`src/rtl/pair_scan_pkg.sv`:
```
// Shared types, defaults and helpers for the pair scan controller.
package pair_scan_pkg;

  typedef enum logic [1:0] {
    ST_IDLE  = 2'd0,
    ST_PRIME = 2'd1,
    ST_RUN   = 2'd2
  } scan_state_e;

  localparam int unsigned DEF_NUM_CH      = 4;
  localparam int unsigned DEF_CNT_W       = 8;
  localparam int unsigned DEF_SLOT_CYCLES = 27;

  // Bits needed to index n items; never less than one.
  function automatic int unsigned clog2(input int unsigned n);
    int unsigned r;
    int unsigned v;
    r = 0;
    v = (n > 1) ? n - 1 : 0;
    while (v != 0) begin
      r = r + 1;
      v = v >> 1;
    end
    return (r == 0) ? 1 : r;
  endfunction

endpackage

```
`src/rtl/rr_arbiter.sv`:
```
// Combinational round-robin picker: first requester at or after grant_ptr.
module rr_arbiter
  import pair_scan_pkg::*;
#(
  parameter int unsigned NUM_CH = DEF_NUM_CH,
  localparam int unsigned IDX_W = clog2(NUM_CH)
) (
  input  logic [NUM_CH-1:0] req,
  input  logic [IDX_W-1:0]  grant_ptr,
  output logic [IDX_W-1:0]  gnt_idx,
  output logic              gnt_vld
);

  int unsigned      pos;
  logic [IDX_W-1:0] idx;

  // Walk the channels starting at grant_ptr, wrapping once, and take the first request.
  always_comb begin
    gnt_idx = '0;
    gnt_vld = 1'b0;
    pos     = 0;
    idx     = '0;
    for (int unsigned k = 0; k < NUM_CH; k++) begin
      pos = 32'(grant_ptr) + k;
      if (pos >= NUM_CH) pos = pos - NUM_CH;
      idx = IDX_W'(pos);
      if (!gnt_vld && req[idx]) begin
        gnt_vld = 1'b1;
        gnt_idx = idx;
      end
    end
  end

endmodule

```
`src/rtl/pair_scan_ctrl.sv`:
```
// Round-robin pair-break scanner over NUM_CH serial streams with a valid/ready event report.
// All state updates on the falling edge of sys_clk.
module pair_scan_ctrl
  import pair_scan_pkg::*;
#(
  parameter int unsigned NUM_CH      = DEF_NUM_CH,
  parameter int unsigned CNT_W       = DEF_CNT_W,
  parameter int unsigned SLOT_CYCLES = DEF_SLOT_CYCLES,
  localparam int unsigned IDX_W      = clog2(NUM_CH)
) (
  input  logic              sys_clk,
  input  logic              sys_rst_n,
  input  logic              en,
  input  logic              clr,
  input  logic [NUM_CH-1:0] stream,
  output logic [NUM_CH-1:0] pair_out,
  output logic              evt_valid,
  input  logic              evt_ready,
  output logic [IDX_W-1:0]  evt_ch,
  output logic [CNT_W-1:0]  evt_count,
  output logic              busy
);

  localparam int unsigned TMR_W = clog2(SLOT_CYCLES);
  localparam logic [TMR_W-1:0] TMR_LAST = TMR_W'(SLOT_CYCLES - 1);
  localparam logic [IDX_W-1:0] CH_LAST  = IDX_W'(NUM_CH - 1);
  localparam logic [CNT_W-1:0] CNT_MAX  = '1;

  scan_state_e       state_q, state_d;
  logic [TMR_W-1:0]  timer_q;
  logic [IDX_W-1:0]  ptr_q;
  logic [NUM_CH-1:0] prev_q;
  logic [NUM_CH-1:0] pair_q;
  logic [NUM_CH-1:0] pend_q, pend_d;
  logic [CNT_W-1:0]  cnt_q [NUM_CH];
  logic [CNT_W-1:0]  cnt_d [NUM_CH];
  logic [IDX_W-1:0]  grant_ptr_q;
  logic              evt_valid_q;
  logic [IDX_W-1:0]  evt_ch_q;
  logic [CNT_W-1:0]  evt_count_q;

  logic              tick;
  logic              ptr_last;
  logic [IDX_W-1:0]  ptr_nxt;
  logic              mis;
  logic              hit;
  logic              hs;
  logic [IDX_W-1:0]  gnt_idx;
  logic              gnt_vld;

  // en=0 freezes the scan immediately, so a slot ending in that cycle is not visited.
  assign tick     = en && (state_q != ST_IDLE) && (timer_q == TMR_LAST);
  assign ptr_last = (ptr_q == CH_LAST);
  assign ptr_nxt  = ptr_last ? '0 : ptr_q + 1'b1;
  assign mis      = stream[ptr_q] ^ prev_q[ptr_q];
  assign hit      = tick && (state_q == ST_RUN) && mis && !clr;
  assign hs       = evt_valid_q && evt_ready;

  assign pair_out  = pair_q;
  assign evt_valid = evt_valid_q;
  assign evt_ch    = evt_ch_q;
  assign evt_count = evt_count_q;
  assign busy      = (state_q != ST_IDLE);

  // FSM state register.
  always_ff @(negedge sys_clk or negedge sys_rst_n) begin
    if (!sys_rst_n) state_q <= ST_IDLE;
    else            state_q <= state_d;
  end

  // FSM next state: clr, then en=0, then the normal prime-then-run sequence.
  always_comb begin
    state_d = state_q;
    if (clr) begin
      state_d = en ? ST_PRIME : ST_IDLE;
    end else if (!en) begin
      state_d = ST_IDLE;
    end else begin
      unique case (state_q)
        ST_IDLE:  state_d = ST_PRIME;
        ST_PRIME: if (tick && ptr_last) state_d = ST_RUN;
        ST_RUN:   state_d = ST_RUN;
        default:  state_d = ST_IDLE;
      endcase
    end
  end

  // Slot timer, scan pointer, stored previous bits and per-channel visit result.
  always_ff @(negedge sys_clk or negedge sys_rst_n) begin
    if (!sys_rst_n) begin
      timer_q <= '0;
      ptr_q   <= '0;
      prev_q  <= '0;
      pair_q  <= '0;
    end else if (clr) begin
      timer_q <= '0;
      ptr_q   <= '0;
      pair_q  <= '0;
    end else if (!en || (state_q == ST_IDLE)) begin
      timer_q <= '0;
      ptr_q   <= '0;
    end else begin
      timer_q <= tick ? '0 : timer_q + 1'b1;
      if (tick) begin
        prev_q[ptr_q] <= stream[ptr_q];
        ptr_q         <= ptr_nxt;
        if (state_q == ST_RUN) pair_q[ptr_q] <= mis;
      end
    end
  end

  // Pending/count next state: a new mismatch beats the handshake clear; clr beats everything.
  always_comb begin
    pend_d = pend_q;
    cnt_d  = cnt_q;
    if (hs) pend_d[evt_ch_q] = 1'b0;
    if (hit) begin
      pend_d[ptr_q] = 1'b1;
      if (cnt_q[ptr_q] != CNT_MAX) cnt_d[ptr_q] = cnt_q[ptr_q] + 1'b1;
    end
    if (clr) begin
      pend_d = '0;
      cnt_d  = '{default: '0};
    end
  end

  // Pending flags and saturating event counters.
  always_ff @(negedge sys_clk or negedge sys_rst_n) begin
    if (!sys_rst_n) begin
      pend_q <= '0;
      cnt_q  <= '{default: '0};
    end else begin
      pend_q <= pend_d;
      cnt_q  <= cnt_d;
    end
  end

  rr_arbiter #(
    .NUM_CH (NUM_CH)
  ) u_arb (
    .req       (pend_q),
    .grant_ptr (grant_ptr_q),
    .gnt_idx   (gnt_idx),
    .gnt_vld   (gnt_vld)
  );

  // Report register: snapshot on grant, hold until accepted, then advance the grant pointer.
  always_ff @(negedge sys_clk or negedge sys_rst_n) begin
    if (!sys_rst_n) begin
      evt_valid_q <= 1'b0;
      evt_ch_q    <= '0;
      evt_count_q <= '0;
      grant_ptr_q <= '0;
    end else if (clr) begin
      evt_valid_q <= 1'b0;
    end else if (hs) begin
      evt_valid_q <= 1'b0;
      grant_ptr_q <= (evt_ch_q == CH_LAST) ? '0 : evt_ch_q + 1'b1;
    end else if (!evt_valid_q && gnt_vld) begin
      evt_valid_q <= 1'b1;
      evt_ch_q    <= gnt_idx;
      evt_count_q <= cnt_q[gnt_idx];
    end
  end

endmodule

```
`config.mk`:
```
export PLATFORM = sky130hd
export DESIGN_NAME = pair_scan_ctrl
export DESIGN_NICKNAME = d
export VERILOG_FILES = /design/src/rtl/pair_scan_pkg.sv /design/src/rtl/rr_arbiter.sv /design/src/rtl/pair_scan_ctrl.sv
export SDC_FILE = /design/constraint.sdc
export NUM_CORES = 1
export LEC_CHECK = 0
export CAP_MARGIN = 20
export CELL_PAD_IN_SITES_DETAIL_PLACEMENT = 1
export CELL_PAD_IN_SITES_GLOBAL_PLACEMENT = 1
export CORE_ASPECT_RATIO = 1.5
export CORE_MARGIN = 3
export CORE_UTILIZATION = 51
export CTS_CLUSTER_DIAMETER = 50
export DETAILED_ROUTE_END_ITERATION = 8
export PLACE_DENSITY = 0.84
export SLEW_MARGIN = 40
export SYNTH_ARGS = -nofsm -noshare
export SYNTH_HDL_FRONTEND = slang
export SYNTH_SLANG_ARGS = --single-unit
export TNS_END_PERCENT = 50
```
`constraint.sdc`:
```
create_clock -name sys_clk -period 7.83 [get_ports sys_clk]
set_input_delay 1.566 -clock sys_clk [delete_from_list [all_inputs] [get_ports sys_clk]]
set_output_delay 1.566 -clock sys_clk [all_outputs]
set_load 0.01 [all_outputs]
```
=== Yosys cells after proc, flatten, opt, wreduce, memory -nomap -nowiden ===
Cells that the tools add are included.
W data, S select, Z words.

* Register bits: 66
* Input bits: 9

* Add/subtract/negate cells: 11
* Order comparisons: 15
* Equal/unequal tests: 8
* Muxes and demuxes: 65
* Bitwise operators: 9
* Reduce and logical (&&, ||, !) cells: 34

{| class="wikitable"
|+ Operators by type and width
! kind !! number
|-
| $mux W32 || 3
|-
| $mux W8 || 5
|-
| $bmux W8 S2 || 2
|-
| $bwmux W32 || 1
|-
| $mux W2 || 16
|-
| $mux W4 || 7
|-
| $lt A2 B3 Y1 const B || 6
|-
| $demux W8 S2 || 1
|-
| $mux W1 || 16
|-
| $ge A3 B3 Y1 const B || 5
|-
| $mux W5 || 3
|-
| $logic_and A1 B1 Y1 || 14
|-
| $bmux W1 S2 || 6
|-
| $reduce_bool A2 Y1 || 5
|-
| $reduce_and A3 Y1 || 3
|-
| $add A8 B1 Y8 const B || 1
|-
| $bwmux W4 || 2
|-
| $ne A8 B8 Y1 const B || 1
|-
| $sub A2 B1 Y2 const B || 4
|-
| $add A2 B2 Y3 const B || 2
|-
| $eq A2 B2 Y1 const B || 3
|-
| $logic_not A1 Y1 || 6
|-
| $not A2 Y3 || 2
|-
| $pmux W2 S3 || 1
|-
| 20 further kinds || 27
|}

=== Depth between registers and ports, before layout ===
Gate-level depths: netlist of run 1.

* Depth in word-level cells: 18
* Gate-level depth with buffers: 12

=== Modules after synthesis ===
A second synthesis of run 1 with hierarchy kept.

* Cells, all modules: 313
* Area, all modules: 3651.0 µm²

{| class="wikitable"
|+ By module, submodules not included
! module !! times used !! cells an instance !! area an instance (µm²) !! seq. area each (µm²)
|-
| pair_scan_ctrl || 1 || 298 || 3573.4 || 1651.6
|-
| rr_arbiter || 1 || 15 || 77.6 || 0.0
|}

==> results of run 1 <==
==> path summary, 6_finish.rpt <==
path / from / to / slack [ns] / cells past startpoint
max: stream[3] / cnt_q[12] / 0.51 / 7
min: timer_q[0] / timer_q[0] / 0.40 / 1
max reg2reg: ptr_q[1] / cnt_q[12] / 4.69 / 9
min reg2reg: timer_q[0] / timer_q[0] / 0.40 / 1
max in group asynchronous: sys_rst_n / cnt_q[26] / 2.00 / 2
min in group asynchronous: sys_rst_n / cnt_q[5] / 5.06 / 1
==> synth_stat cells, types with 3 or more instances <==
library cell,instances
and2_1,3
mux2i_1,24
dfrtn_1,66
mux2_2,6
nand2_1,31
a211oi_4,3
nor3b_1,17
mux4_2,8
or3b_1,3
nand4_1,5
nand2b_1,3
a211oi_1,26
clkbuf_1,13
buf_6,3
xnor2_1,3
inv_1,9
xor2_1,7
a21oi_1,10
ha_1,15
o31ai_1,12
nand3_1,9
nor2_1,38
==> cell families after synthesis <==
family,Yosys count
AND/OR/NAND/NOR,121
flip-flops,66
AO/OA/AOI/OAI,62
multiplexers,40
buffers and inverters,28
adder cells (fa/ha/maj),15
XOR/XNOR,11
==> metal layers <==
| layer | track usage (%) | vias to the layer above | part of all wire, % |
|---|---|---|---|
| met5 | 0 | - | 0 |
| met4 | 8.985 | 0 | 1.8 |
| met3 | 5.920 | 14 | 3.9 |
| met2 | 43.62 | 68 | 55 |
| met1 | 31.44 | 1453 | 39 |
| li1 | - | 1309 | - |
==> area by class of cell <==
cell class	count	area (sq um)	area share, %
clock buffers	13	168.9	3.969
clock inverters	2	35.03	0.8233
inverters	10	37.54	0.8821
multi-input cells	249	1924	45.22
flip-flops and latches	66	1652	38.81
well taps	78	97.59	2.293
repair buffers	38	340.3	7.998
==> critical path, delay by kind of cell <==
kind	cells	cell delay, ns
multiplexers	2	0.83
buffers and inverters	2	0.64
XOR/XNOR	1	0.24
AO/OA/AOI/OAI	1	0.22
AND/OR/NAND/NOR	1	0.07
==> registers in the layout (all words and copies together), names as in the netlist, 2 cells and up <==
register     cells
cnt_q           32
evt_ch           2
evt_count        8
grant_ptr_q      2
pair_out         4
pend_q           4
prev_q           4
ptr_q            2
state_q          2
timer_q          5
==> power groups by stage <==
stage / registers [mW] / clock network (mW) / logic [mW]
global route: 0.352 / 0.322 / 0.0463
finish: 0.351 / 0.298 / 0.0413
detailed placement: 0.357 / 0 / 0.0419
floorplan: 0.358 / 0 / 0.0174
CTS: 0.351 / 0.304 / 0.0421
global placement: 0.357 / 0 / 0.0405
==> cells in the final DEF, fill, tap and decap left out, types with 9 or more instances in the layout <==
cell             count
clkbuf_8            12
inv_1                9
dfrtn_1             66
buf_4               14
mux2i_1             24
clkdlybuf4s50_1     23
ha_1                15
a211oi_1            26
a21oi_1             10
nor2_1              38
nor3b_1             17
nand3_1              9
o31ai_1             12
nand2_1             31
==> results.md, run 1 <==
* P_int at roughly 0.54 mW
* First-pass GRT wire length at 16.26 mm
* Yosys warns at 0
* Relative slew slack at ~50%
* Clock transition at the registers of the reported paths at approximately 0.050 ns
* Max Cap Viol at 0
* Share of layout cells above drive strength 1 at roughly 14%
* Slowest-stage cell, CP: mux4_2
* CORE AREA at between 6000 and 7000 sq um
* Power Density at 162.4 nW/um^2
* Vias per Instance at 6.237
* Placement Setup Slack at between 0.15 and 0.2 ns
* Sink Count at 66
* H-Tree Level Count at 3
* Final GP Congestion at roughly 0.79
* Hold Slack at about 0.40 ns
* Compound-gate portion of the synthesized area at 12.92%
* Pleak at about 1.7 nW
* Initial antenna violation count at 0
* Critical path capture point type: flip-flop
* Crit-path cells: clkdlybuf4s50_1, mux4_2, xnor2_4, a211oi_2, buf_4, mux2i_1, nor2_1
* Post-synthesis simple-gate area fraction at between 15 and 20%
* CTS tree: built
* Drt initial violations at 133
* IO buf count at 24
* Synth Flop Type: dfrtn_1
* Final setup vio count at 0
* Leading area contributor after synthesis: dfrtn_1
* Adder-cell share of the synthesized area at 5.061%
* Worst EP arrival at 3.58 ns
* Grt total ovfl at 0
* Yosys reg bits at 66
* Post-DP HPWL at 6.857 mm
* DR vias at roughly 2,800
* Top-area cell type share of the netlist area at 44.53%
* Unrepaired setup endpoints after global routing: false
* EDFF count, synth at 0
* Critical path's largest stage delay at between 0.5 and 0.6 ns
* Initial Util at 53.41%
* Outcome: finished, final reports clean
* # IOs at 25
* Die height at about 110 um
* Root Driver: clkbuf_8
* XOR/XNOR share of the synthesized area at 3.104%
* Worst setup margin at 0.5057 ns
* Mux cell area share after synthesis at between 10% and 20%
* Finished Layout Cells at between 400 and 500
* Drt total wl at approximately 9.6 mm
* DR DRC count at 0
* Clk pwr share at approximately 43%
* Sequential share of the synthesized area at around 45%
* Die width at about 76 um
* Crit Path Class: input pin to flip-flop
* FILL cells at 744
* Power, Total at roughly 0.69 mW
* Synth area leaders: dfrtn_1 (45%), mux2i_1 (6.5%), a211oi_1 (5.3%)
* Clk_skew at approximately 0.0068 ns
* NetSw at around 0.15 mW
* Mean routed wirelength per cell at 21.01 um
* Die area at between 8000 and 9000 sq um
* Peak VDD IR at 107.1 uV
* Max Transition Viols Final at 0
* Seq pwr share at between 50% and 60%
* Antenna cells at 0
* Crit Path Max Fanout at 11
* Placed Area at between 4000 and 5000 sq um
* Worst Hold Class: flip-flop to flip-flop
* Synthesis-to-layout area growth at 14.74%
* Vias in the first global route at 3,181
* Total track usage at 25.86%
* Switching share of power at 22.42%
* Worst EP required at 4.08 ns
* Setup bufs post-CTS at 0
* Post-synthesis cell count at 343
* Final Util at 61.28%
* Mapped Area at around 3700 sq um
* Syn_area_per_cell at between 10 and 15 sq um
* DR pass1 iterations at 4
* # resized after CTS at 0
* TritonCTS buffer count at 9
* Syn nets at between 300 and 400
* Placed insts at about 440
* Fin Setup TNS at 0 ns
* Hold Vio Cnt, Final at 0
* Post-route ant nets at 0
* Cts hold-fix bufs at 0
* Share of total power in combinational logic at under 10%
* Largest family of logic cells by synthesized area: simple AND/OR/NAND/NOR gates
* Final instance area at between 4000 and 5000 sq um
* Worst setup SP type: input pin
* Nets at slightly below 400
* Worst-skew pair later-pin latency at around 0.34 ns
* Post-synthesis async set-or-reset flop share at between 90% and 100%
* Row Count at 37
* Actual slew at the worst max-slew pin at approximately 0.76 ns
* Largest net degree at the start of global routing at 32
* Number of distinct library cells after synthesis at 47
* CTS Buffer Depth at 2
Note: power is estimated with default switching activity, not from simulation.
==> run 2: changes to the inputs <==
- CORE_UTILIZATION: 51 -> 45
- GPL_ROUTABILITY_DRIVEN: unset -> 0
- PLACE_DENSITY: 0.84 -> 0.75
==> results.md, run 2 (synthesis gave the netlist of run 1 again) <==
* Number of flip-flops in the largest register at 32
* Max Cap Viol at 0
* Crit Path Max Fanout at 11
* Die area at 9389 sq um
* Most frequent cells in the layout: dfrtn_1 (66), nor2_1 (38), nand2_1 (31), a211oi_1 (26), mux2i_1 (24)
* Vias per Instance at just under 6
* DR DRC count at 0
* Initial antenna violation count at 0
* Grt total ovfl at 0
* Synthesis-to-layout area growth at 18.29%
* Area of the multi-input gates at ~2000 sq um
* Vias in the first global route at a little over 3,000
* Drt total wl at just under 10 mm
* Share of layout cells above drive strength 1 at a little over an eighth
* First-pass GRT wire length at around 16 mm
* IO buf count at 24
* Worst setup margin at about 0.53 ns
* Largest net degree at the start of global routing at 46
* Hold Slack at between 0.4 and 0.5 ns
* Worst EP required at around 4.1 ns
* Placed Area at 4085 sq um
* Worst-skew pair later-pin latency at ~0.34 ns
* Final setup vio count at 0
* Post-route ant nets at 0
* CORE AREA at between 7000 and 8000 sq um
* Initial Util at 47.50%
* Total track usage at a little under a quarter
* Antenna cells at 0
* CTS Buffer Depth at 2
* DR pass1 iterations at 4
* Cts hold-fix bufs at 0
* # resized after CTS at 0
* Clock transition at the registers of the reported paths at around 0.040 ns
* Relative slew slack at roughly 47%
* Root Driver: clkbuf_16
* Die width at approximately 80 um
* Crit Path Class: input pin to flip-flop
* Worst EP arrival at around 3.6 ns
* FF+latch area at approximately 1700 sq um
* Clk_skew at approximately 0.006 ns
* Setup bufs post-CTS at 0
* DR vias at roughly 2,800
* Pleak at ~1.8 nW
* Peak VDD IR at between 100 and 150 uV
* Placement Setup Slack at ~0.18 ns
* Sink Count at between 60 and 70
* Critical path capture point type: flip-flop
* Nets at 396
* Power Density at around 180 nW/um^2
* Commonest non-fill, non-tap cell in the layout: dfrtn_1
* # IOs at 25
* Power, Total at 0.8022 mW
* Fin Setup TNS at 0 ns
* Row Count at 39
* Die height at approximately 120 um
* Hold Vio Cnt, Final at 0
* CTS tree: built
* TritonCTS buffer count at 9
* Mean routed wirelength per cell at slightly above 20 um
* Outcome: finished, final reports clean
* H-Tree Level Count at 3
* Top reg by flops: cnt_q
* Actual slew at the worst max-slew pin at around 0.8 ns
* Unrepaired setup endpoints after global routing: false
* FILL cells at between 800 and 900
* Drt initial violations at 96
* Post-DP HPWL at about 6.8 mm
* Worst setup SP type: input pin
* Final instance area at around 4400 sq um
* Worst Hold Class: flip-flop to flip-flop
* Max Transition Viols Final at 0
-- run 2: path summary, 6_finish.rpt --
kind	start	to	slack [ns]	depth (start not counted)
worst max-delay path	stream[3]	cnt_q[12]	0.53	7
worst min-delay path	timer_q[0]	timer_q[0]	0.41	1
worst max register to register	ptr_q[0]	cnt_q[12]	4.62	9
worst min register to register	timer_q[0]	timer_q[0]	0.41	1
max in group asynchronous	sys_rst_n	state_q[1]	2.17	2
min in group asynchronous	sys_rst_n	evt_count[5]	4.98	1
-- run 2: metal layers --
layer	vias to the layer above	track usage (%)	part of all wire, %
li1	1297	-	-
met1	1441	26.58	41
met2	50	41.26	53
met3	23	3.982	3.1
met4	0	10.94	2.8
met5	-	0	0
-- run 2: report_power, final --
group / switching, mW / leakage (nW) / total [mW] / internal (mW)
logic: 0.0243 / 0.732 / 0.0420 / 0.0177
clock network: 0.145 / 0.147 / 0.408 / 0.264
registers: 0.00414 / 0.896 / 0.352 / 0.348
-- run 2: through the flow --
stage,utilization (%),cells
finish,56.19,479
global route,56.19,479
CTS,56.15,479
detailed placement,52.32,463
global placement,52.18,463
floorplan,-,343
-- run 2: critical path, cell delays in order --
cell and delay (ns):
clkdlybuf4s50_1 0.39, mux4_2 0.58, xnor2_4 0.24, a211oi_2 0.22, buf_4 0.26, mux2i_1 0.23
nor2_1 0.06
-- run 2: final cells by class --
class                      instances  share of cell area, %
clock buffer                      14                  6.018
clock inverter                     2                 0.7986
inverter                          10                 0.8557
sequential                        66                  37.65
timing repair buffer              36                  7.473
tap                              102                  2.909
multi-input combinational        249                  44.30
==> run 3: changes to the inputs <==
- SLEW_MARGIN: 40 -> 0
==> results.md, run 3 (synthesis gave the netlist of run 1 again) <==
* Outcome: finished, final reports clean
* Hold Vio Cnt, Final at 0
* Worst EP arrival at ~3.6 ns
* Nets at slightly below 400
* Commonest non-fill, non-tap cell in the layout: dfrtn_1
* Synthesis-to-layout area growth at 17.91%
* Max Cap Viol at 0
* # IOs at 25
* Clock transition at the registers of the reported paths at 0.04 ns
* Unrepaired setup endpoints after global routing: false
* Fin Setup TNS at 0 ns
* Worst setup SP type: input pin
* Die area at 9389 sq um
* DR vias at about 2,800
* DR DRC count at 0
* Row Count at 39
* Setup bufs post-CTS at 0
* Number of flip-flops in the largest register at 32
* Vias in the first global route at roughly 3,100
* Initial Util at a little under half
* Most frequent cells in the layout: dfrtn_1 (66), nor2_1 (38), nand2_1 (31), a211oi_1 (26), mux2i_1 (24)
* Placed insts at ~460
* Post-Route M1 WL at between 4 and 5 mm
* Cts hold-fix bufs at 0
* DR pass1 iterations at 4
* First-pass GRT wire length at 16.28 mm
* Worst Hold Depth at 1
* Die height at about 120 um
* Antenna cells at 0
* Max Transition Viols Final at 0
* Initial antenna violation count at 0
* Peak VDD IR at between 100 and 150 uV
* Hold path startpoint: timer_q[0]
* Relative slew slack at between 40% and 50%
* Worst-case reg-to-reg path depth at 9
* Hold Slack at roughly 0.42 ns
* Die width at roughly 80 um
* H-Tree Level Count at 3
* TritonCTS buffer count at 9
* Clk_skew at 0.002297 ns
* Sink Count at between 60 and 70
* Drt initial violations at 105
* Worst r2r dst: cnt_q[12]
* DR top layer: met4
* Met2 WL at between 5 and 6 mm
* CORE AREA at slightly below 8000 sq um
* Grt total ovfl at 0
* Pleak at roughly 1.8 nW
* Post-route ant nets at 0
* WL met3 at approximately 340 um
* Post-DP HPWL at between 6 and 7 mm
* Mean routed wirelength per cell at approximately 21 um
* Power Density at between 150 and 200 nW/um^2
* Min-Delay Endpoint: timer_q[0]
* Root Driver: clkbuf_16
* Vias per Instance at 5.833
* Top reg by flops: cnt_q
* Crit Path Max Fanout at 11
* Reg2reg start: ptr_q[1]
* Actual slew at the worst max-slew pin at ~0.90 ns
* Final setup vio count at 0
* Drt total wl at 9.914 mm
* CTS Buffer Depth at 2
* Largest net degree at the start of global routing at 46
* CTS tree: built
* IO buf count at 24
* Worst-skew pair later-pin latency at roughly 0.34 ns
* Crit Path Class: input pin to flip-flop
* FILL cells at about 860
* Finished Layout Cells at between 400 and 500
* Final Util at between 50 and 60%
* # resized after CTS at 0
* Critical path capture point type: flip-flop
* Total track usage at about a quarter
* Share of layout cells above drive strength 1 at approximately 14%
* R2R Setup Slk at about 4.7 ns
* Worst Hold Class: flip-flop to flip-flop
* Worst EP required at roughly 4 ns
-- run 3: through the flow --
stage	instance area, sq um	setup WS (ns)	power [mW]
finish	4373	0.5305	0.8044
global route	4373	0.4344	0.8345
CTS	4373	0.5319	0.8130
detailed placement	4074	0.1863	0.3997
global placement	4074	0.2353	0.3978
floorplan	3709	0.6829	0.3751
-- run 3: layout make-up --
cell class	instances	area [sq um]	area share, %
Multi-Input combinational cell	249	1932	44.18
Sequential cell	66	1652	37.77
Timing Repair Buffer	36	325.3	7.439
Clock buffer	14	264.0	6.037
Tap cell	102	127.6	2.918
Inverter	10	37.54	0.8584
Clock inverter	2	35.03	0.8011
-- run 3: worst max path at each step --
stage,startpoint,cells past startpoint,endpoint
global placement,stream[3],7,cnt_q[11]
detailed placement,stream[3],7,cnt_q[10]
global route,stream[0],7,cnt_q[20]
floorplan,stream[3],5,cnt_q[0]
finish,stream[3],7,cnt_q[12]
CTS,stream[3],7,cnt_q[12]
-- run 3: per-layer routing --
layer	vias up	GRT usage, %
met3	22	6.049
met5	-	0
met2	53	41.04
met1	1419	27.13
met4	0	9.921
li1	1300	-
-- run 3: critical path, stage by stage --
cell and delay (ns):
clkdlybuf4s50_1 0.39, mux4_2 0.59, xnor2_4 0.24, a211oi_2 0.22
buf_4 0.26, mux2i_1 0.22, nor2_1 0.07
-- run 3: report_power, final --
group,internal [mW],switching [mW]
clock network,0.264,0.147
logic,0.0173,0.0241
registers,0.348,0.00426
